--- src/rtl/hpdl1414_scanner_if.sv ---
// Display-side bundle of the HPDL1414 scanner: buffer read port, caret strobe and the four-chip display bus.
// The scanner uses the master modport; the buffer and display side use the slave modport.
interface hpdl1414_scanner_if;
  logic       i_enable;
  logic       o_read_enable;
  logic [3:0] o_read_address;
  logic [7:0] i_read_data;
  logic       o_caret_strobe;
  logic [6:0] o_data;
  logic [1:0] o_addr;
  logic [3:0] o_wr_n;
  logic       o_frame_done;

  modport master (
    input  i_enable, i_read_data,
    output o_read_enable, o_read_address, o_caret_strobe,
    output o_data, o_addr, o_wr_n, o_frame_done
  );

  modport slave (
    output i_enable, i_read_data,
    input  o_read_enable, o_read_address, o_caret_strobe,
    input  o_data, o_addr, o_wr_n, o_frame_done
  );
endinterface

--- src/rtl/hpdl1414_scanner.sv ---
// Sweeps a 16-byte display buffer into four HPDL1414 chips, one timed WR pulse per character,
// and generates a free-running caret blink square wave.
module hpdl1414_scanner #(
  parameter int SETUP_CYCLES = 2,
  parameter int WR_CYCLES    = 4,
  parameter int HOLD_CYCLES  = 2,
  parameter int FRAME_GAP    = 1000,
  parameter int BLINK_DIV    = 6000000
) (
  input  logic               i_clk,
  input  logic               i_rst,
  hpdl1414_scanner_if.master bus
);
  localparam logic [2:0] S_IDLE   = 3'd0;
  localparam logic [2:0] S_READ   = 3'd1;
  localparam logic [2:0] S_LATCH  = 3'd2;
  localparam logic [2:0] S_SETUP  = 3'd3;
  localparam logic [2:0] S_STROBE = 3'd4;
  localparam logic [2:0] S_HOLD   = 3'd5;
  localparam logic [2:0] S_GAP    = 3'd6;

  localparam int MAX_A   = (SETUP_CYCLES > WR_CYCLES) ? SETUP_CYCLES : WR_CYCLES;
  localparam int MAX_B   = (HOLD_CYCLES > FRAME_GAP) ? HOLD_CYCLES : FRAME_GAP;
  localparam int CNT_MAX = (MAX_A > MAX_B) ? MAX_A : MAX_B;
  localparam int CNT_W   = $clog2(CNT_MAX + 1);
  localparam int CARET_W = $clog2(BLINK_DIV + 1);
  localparam logic [CARET_W-1:0] CARET_LAST = CARET_W'(BLINK_DIV - 1);

  logic [2:0]         state_reg, state_next;
  logic [3:0]         pos_reg, pos_next;
  logic [CNT_W-1:0]   cnt_reg, cnt_next;
  logic               frame_done_next;
  logic               read_enable_reg;
  logic [3:0]         read_address_reg;
  logic [6:0]         data_reg;
  logic [1:0]         addr_reg;
  logic [3:0]         wr_n_reg;
  logic               frame_done_reg;
  logic [CARET_W-1:0] caret_cnt_reg;
  logic               caret_reg;

  // Printable ASCII passes, lower case folds to upper case, anything else shows as a blank.
  function automatic logic [6:0] to_glyph(input logic [7:0] b);
    if (b >= 8'h20 && b <= 8'h5F) return b[6:0];
    if (b >= 8'h61 && b <= 8'h7A) return b[6:0] - 7'h20;
    return 7'h20;
  endfunction

  always_comb begin
    state_next      = state_reg;
    pos_next        = pos_reg;
    cnt_next        = cnt_reg;
    frame_done_next = 1'b0;
    case (state_reg)
      S_IDLE: begin
        pos_next = 4'd0;
        if (bus.i_enable) state_next = S_READ;
      end
      S_READ:  state_next = S_LATCH;
      S_LATCH: begin
        state_next = S_SETUP;
        cnt_next   = CNT_W'(SETUP_CYCLES - 1);
      end
      S_SETUP: begin
        cnt_next = cnt_reg - 1'b1;
        if (cnt_reg == '0) begin
          state_next = S_STROBE;
          cnt_next   = CNT_W'(WR_CYCLES - 1);
        end
      end
      S_STROBE: begin
        cnt_next = cnt_reg - 1'b1;
        if (cnt_reg == '0) begin
          state_next = S_HOLD;
          cnt_next   = CNT_W'(HOLD_CYCLES - 1);
        end
      end
      S_HOLD: begin
        cnt_next = cnt_reg - 1'b1;
        if (cnt_reg == '0) begin
          frame_done_next = (pos_reg == 4'd15);
          // Enable is only honoured on a character boundary so WR is never cut short.
          if (!bus.i_enable) begin
            state_next = S_IDLE;
            pos_next   = 4'd0;
          end else if (pos_reg == 4'd15) begin
            state_next = S_GAP;
            pos_next   = 4'd0;
            cnt_next   = CNT_W'(FRAME_GAP - 1);
          end else begin
            state_next = S_READ;
            pos_next   = pos_reg + 4'd1;
          end
        end
      end
      S_GAP: begin
        cnt_next = cnt_reg - 1'b1;
        if (cnt_reg == '0) state_next = bus.i_enable ? S_READ : S_IDLE;
      end
      default: state_next = S_IDLE;
    endcase
  end

  // Outputs are registered from the next state so the display pins never glitch.
  always_ff @(posedge i_clk or posedge i_rst) begin
    if (i_rst) begin
      state_reg        <= S_IDLE;
      pos_reg          <= 4'd0;
      cnt_reg          <= '0;
      read_enable_reg  <= 1'b0;
      read_address_reg <= 4'd0;
      data_reg         <= 7'd0;
      addr_reg         <= 2'd0;
      wr_n_reg         <= 4'hF;
      frame_done_reg   <= 1'b0;
    end else begin
      state_reg        <= state_next;
      pos_reg          <= pos_next;
      cnt_reg          <= cnt_next;
      read_enable_reg  <= (state_next == S_READ);
      read_address_reg <= pos_next;
      wr_n_reg         <= (state_next == S_STROBE) ? ~(4'b0001 << pos_next[3:2]) : 4'hF;
      frame_done_reg   <= frame_done_next;
      if (state_next == S_LATCH) addr_reg <= 2'd3 - pos_next[1:0];
      if (state_reg == S_LATCH) data_reg <= to_glyph(bus.i_read_data);
    end
  end

  always_ff @(posedge i_clk or posedge i_rst) begin
    if (i_rst) begin
      caret_cnt_reg <= '0;
      caret_reg     <= 1'b0;
    end else if (caret_cnt_reg == CARET_LAST) begin
      caret_cnt_reg <= '0;
      caret_reg     <= ~caret_reg;
    end else begin
      caret_cnt_reg <= caret_cnt_reg + 1'b1;
    end
  end

  assign bus.o_read_enable  = read_enable_reg;
  assign bus.o_read_address = read_address_reg;
  assign bus.o_data         = data_reg;
  assign bus.o_addr         = addr_reg;
  assign bus.o_wr_n         = wr_n_reg;
  assign bus.o_frame_done   = frame_done_reg;
  assign bus.o_caret_strobe = caret_reg;
endmodule

--- src/flat_wrapper.sv ---
// flat-port wrapper written by rule: the top's interface ports become plain ports
module hpdl1414_scanner_flat 
#(
  parameter int SETUP_CYCLES = 2,
  parameter int WR_CYCLES    = 4,
  parameter int HOLD_CYCLES  = 2,
  parameter int FRAME_GAP    = 1000,
  parameter int BLINK_DIV    = 6000000
)
  (i_clk, i_rst, bus_i_enable, bus_i_read_data, bus_o_read_enable, bus_o_read_address, bus_o_caret_strobe, bus_o_data, bus_o_addr, bus_o_wr_n, bus_o_frame_done);
  hpdl1414_scanner_if bus_i ();
  input  logic i_clk;
  input  logic i_rst;
  input wire logic [$bits(bus_i.i_enable)-1:0] bus_i_enable;
  input wire logic [$bits(bus_i.i_read_data)-1:0] bus_i_read_data;
  output wire logic [$bits(bus_i.o_read_enable)-1:0] bus_o_read_enable;
  output wire logic [$bits(bus_i.o_read_address)-1:0] bus_o_read_address;
  output wire logic [$bits(bus_i.o_caret_strobe)-1:0] bus_o_caret_strobe;
  output wire logic [$bits(bus_i.o_data)-1:0] bus_o_data;
  output wire logic [$bits(bus_i.o_addr)-1:0] bus_o_addr;
  output wire logic [$bits(bus_i.o_wr_n)-1:0] bus_o_wr_n;
  output wire logic [$bits(bus_i.o_frame_done)-1:0] bus_o_frame_done;
  assign bus_i.i_enable = bus_i_enable;
  assign bus_i.i_read_data = bus_i_read_data;
  assign bus_o_read_enable = bus_i.o_read_enable;
  assign bus_o_read_address = bus_i.o_read_address;
  assign bus_o_caret_strobe = bus_i.o_caret_strobe;
  assign bus_o_data = bus_i.o_data;
  assign bus_o_addr = bus_i.o_addr;
  assign bus_o_wr_n = bus_i.o_wr_n;
  assign bus_o_frame_done = bus_i.o_frame_done;
  hpdl1414_scanner #(.SETUP_CYCLES(SETUP_CYCLES), .WR_CYCLES(WR_CYCLES), .HOLD_CYCLES(HOLD_CYCLES), .FRAME_GAP(FRAME_GAP), .BLINK_DIV(BLINK_DIV)) u_core (.i_clk(i_clk), .i_rst(i_rst), .bus(bus_i));
endmodule
--- config.mk ---
export PLATFORM = sky130hd
export DESIGN_NAME = hpdl1414_scanner_flat
export DESIGN_NICKNAME = d
export VERILOG_FILES = /design/src/rtl/hpdl1414_scanner_if.sv /design/src/rtl/hpdl1414_scanner.sv /design/src/flat_wrapper.sv
export SDC_FILE = /design/constraint.sdc
export NUM_CORES = 1
export LEC_CHECK = 0
export BUFFER_PORTS_ARGS = -buffer_cell sky130_fd_sc_hd__buf_2
export CAP_MARGIN = 25
export CORE_UTILIZATION = 50
export CTS_CLUSTER_SIZE = 28
export DETAILED_ROUTE_END_ITERATION = 8
export MAX_ROUTING_LAYER = met4
export PLACE_DENSITY = 0.78
export SLEW_MARGIN = 30
export SYNTH_ARGS = -nofsm -noshare
export SYNTH_HDL_FRONTEND = slang
export SYNTH_SLANG_ARGS = --single-unit
--- constraint.sdc ---
create_clock -name i_clk -period 2.6 [get_ports i_clk]
set_clock_uncertainty 0.15 [all_clocks]
set_input_delay 0.52 -clock i_clk [delete_from_list [all_inputs] [get_ports i_clk]]
set_output_delay 0.52 -clock i_clk [all_outputs]
set_load 0.03 [all_outputs]
==> impl_metrics.csv <==
group,metric,value,unit
worst_setup_path,r2r_slack,0.11,ns
finish,largest_reg_flops,23,
worst_setup_path,max_stage_delay,0.48,ns
global_routing,grt_pass1_wl,10600,um
die,coreArea,5890,um^2
finish,fillCellCount,494,
clock_network,worstSkewPairLatency,0.32,ns
synthesis,synth_top_family_by_area,"simple AND/OR/NAND/NOR gates",
worst_setup_path,critical_path_class,"reg2reg",
routing,initialDrtViolationCount,187,
global_routing,antenna_found_initial,0,
finish,drive_gt1_share,21.1,%
sta,slew-limit-headroom,65.4,%
routing,drt-wirelength-per-cell,14.5,um
clock_network,cts_buffers,5,
synthesis,netlist_area,3040,um^2
global_routing,grt-ovfl-total,0,
die,die_x,80.0,um
finish,seqCellArea,1410,um^2
die,row_count,28,
global_routing,grt_pass1_vias,2325,
synthesis,synth-xor-area-share,6.33,%
sta,finalWorstSetupSlack,0.112,ns
worst_setup_path,reg2regPathDepth,8,
placement,dpl.hpwl,4620,um
sta,finalSetupTns,0,ns
synthesis,synthArstFlopShare,100,%
worst_setup_path,crit_cells,8,
worst_setup_path,cp_max_fo,5,
clock_network,cts_buffer_depth,2,
synthesis,ys_warn_count,0,
routing,drt-total-wl,6380,um
die,initial_core_util,51.7,%
finish,antenna_cells,0,
synthesis,synthMuxAreaShare,0.699,%
synthesis,synth_edf_count,0,
clock_network,htree_levels,2,
synthesis,ys_seq_area_share,46.2,%
outcome,status,"finished, final reports clean",
finish,final_nets,380,
synthesis,synth_cells,323,
worst_setup_path,startpoint,"u_core.cnt_reg[1]$_DFFE_PP0P_",
synthesis,synth_area_leaders,"dfrtp_1 43%, xor2_1 3.7%, nor2_1 3.6%",
worst_setup_path,rr_startpoint,"u_core.cnt_reg[1]$_DFFE_PP0P_",
power_and_ir_drop,leakagePower,1.61,nW
placement,port_buffers,30,
min_path,hp-start,"bus_i_read_data[3]",
routing,vias,2615,
finish,multi_input_area,1540,um^2
routing,drt-vias-per-instance,5.94,
routing,antenna_left,0,
worst_setup_path,critPathSlowestCell,"or4b_4",
clock_network,path_clk_slew,0.10,ns
worst_setup_path,crit_chain,"inv_2, ha_4, or4b_4, o32a_4, a211oi_4, buf_6, o21ai_1, a211o_1",
power_and_ir_drop,power_density,972,nW/um^2
synthesis,ys.flop_type,"dfrtp_1",
worst_setup_path,crit_family,"compound AO/OA/AOI/OAI gates",
clock_network,cts.sinks,56,
synthesis,synth_simple_gate_area_share,23.0,%
synthesis,synth_top_area_cell,"dfrtp_1",
clock_network,cts_tree,"yes",
placement,place_congestion,0.884,
sta,min_period,2.49,ns
worst_setup_path,worst_ep_arrival_time,2.54,ns
synthesis,synth.top_cells.by_count,"52 x dfrtp_1, 29 x nor2_1, 27 x nand2_1",
sta,post-route-period-util,95.7,%
finish,instances_no_fill,440,
sta,finalHoldViolations,0,
die,die_h,80.0,um
sta,rsz0062_at_grt,"false",
synthesis,synth_most_common_cell,"dfrtp_1",
routing,drcViolationCount,0,
worst_setup_path,crit_end,"u_core.cnt_reg[5]$_DFFE_PP0P_",
placement,place_inst,425,
synthesis,synth-seq-cells,56,
synthesis,syn_avg_cell_area,9.42,um^2
synthesis,synth_compound_area_share,18.1,%
worst_setup_path,end_kind,"flop",
power_and_ir_drop,irDropWorstVdd,0.611,mV
placement,dp_slack,0.0490,ns
synthesis,synthesis.nets,339,
worst_setup_path,cp_num_buf_inv,2,
finish,area_growth,14.4,%
synthesis,synth_top_area_share,42.8,%
worst_setup_path,r2r-end,"u_core.cnt_reg[5]$_DFFE_PP0P_",
die,num_io_pins,31,
sta,setup_viol,0,
global_routing,grt_usage,21.6,%
sta,tightest_slew,0.516,ns
sta,fmax,402,MHz
worst_setup_path,crit_path_start_kind,"flop",
die,die_area,6400,um^2
sta,drv_slew,0,
flow_run,cap_violations,0,
worst_setup_path,required,2.65,ns
min_path,min_path_type,"in2reg",
synthesis,synthAdderAreaFrac,2.06,%
synthesis,ys_types,57,
clock_network,cts_root_buf,"clkbuf_8",
global_routing,grt_max_degree,24,
routing,drt_first_pass_iters,5,
-- worst min-delay path by stage --
stage                     slack, ns  depth (start not counted)                                     to
final                          0.29                          2       u_core.bus.o_data[3]$_DFFE_PP0P_
after global routing           0.29                          2       u_core.bus.o_data[3]$_DFFE_PP0P_
after CTS                      0.29                          2       u_core.bus.o_data[3]$_DFFE_PP0P_
after detailed placement       0.31                          1  u_core.bus.o_caret_strobe$_DFFE_PP0N_
after global placement         0.30                          1  u_core.bus.o_caret_strobe$_DFFE_PP0N_
after floorplan                0.29                          1     u_core.caret_cnt_reg[17]$_DFF_PP0_
-- kinds of logic (layout without fill, tap and decap cells) --
kind of cell             Yosys count  count (layout)
flip-flops                        56              56
multiplexers                       2               2
adder cells (fa/ha/maj)            5               5
AO/OA/AOI/OAI                     78              78
buffers and inverters             26              68
AND/OR/NAND/NOR                  134             134
XOR/XNOR                          22              22
-- power breakdown --
part | internal [mW] | leakage (nW) | switching [mW]
Sequential | 1.03 | 0.726 | 0.140
Combinational | 0.719 | 0.841 | 1.00
Clock | 0.198 | 0.0463 | 0.296
-- per-layer routing --
layer  vias to the layer above  part of all wire [%]  GRT usage, %
met5                         -                     0             -
met1                      1267                    46          29.2
met2                        81                    48          33.7
met4                         0                   1.3          4.82
met3                        13                   4.8          4.46
li1                       1254                     -             -
-- worst register-to-register path, delay by kind of cell (launching register included) --
kind	cells	cell delay [ns]
AOI/OAI and AO/OA	4	0.95
and+or+nand+nor	1	0.48
DFF	1	0.42
buffers and inverters	2	0.26
adders and majority gates	1	0.12
-- layout make-up --
type | count | share of cell area, %
inverter | 10 | 1.08
clock buffer | 5 | 1.98
multi-input combinational | 241 | 44.3
timing repair buffer | 50 | 8.74
clock inverter | 3 | 0.791
tap | 75 | 2.70
sequential | 56 | 40.4
-- cell usage in the layout, fill, tap and decap left out, types with 12 or more instances in the layout --
| cell | synthesis | final |
|---|---|---|
| a21oi_1 | 12 | 12 |
| buf_2 | 2 | 31 |
| buf_4 | 0 | 17 |
| dfrtp_1 | 52 | 52 |
| nand2_1 | 27 | 27 |
| nand3_1 | 16 | 16 |
| nor2_1 | 29 | 29 |
| nor3_1 | 12 | 12 |
| o21ai_0 | 19 | 19 |
| xor2_1 | 13 | 13 |
-- repair_timing --
item                                    4_1_cts  5_1_grt
endpoints found under the setup margin        0        4
hold endpoints to repair                     12        0
hold buffers                                  1        0
resized for setup                             0        5
buffers inserted                              0        5
-- per-stage QoR --
stage	cell area [um^2]	hold slack, ns	util [%]	power, mW
global placement	3310	0.303	56.3	2.68
floorplan	3040	0.292	-	2.32
CTS	3420	0.288	58.1	3.23
finish	3480	0.293	59.1	3.38
global route	3480	0.293	59.1	3.64
detailed placement	3310	0.314	56.3	2.72
No activity file was read; power rests on OpenSTA's default activity.
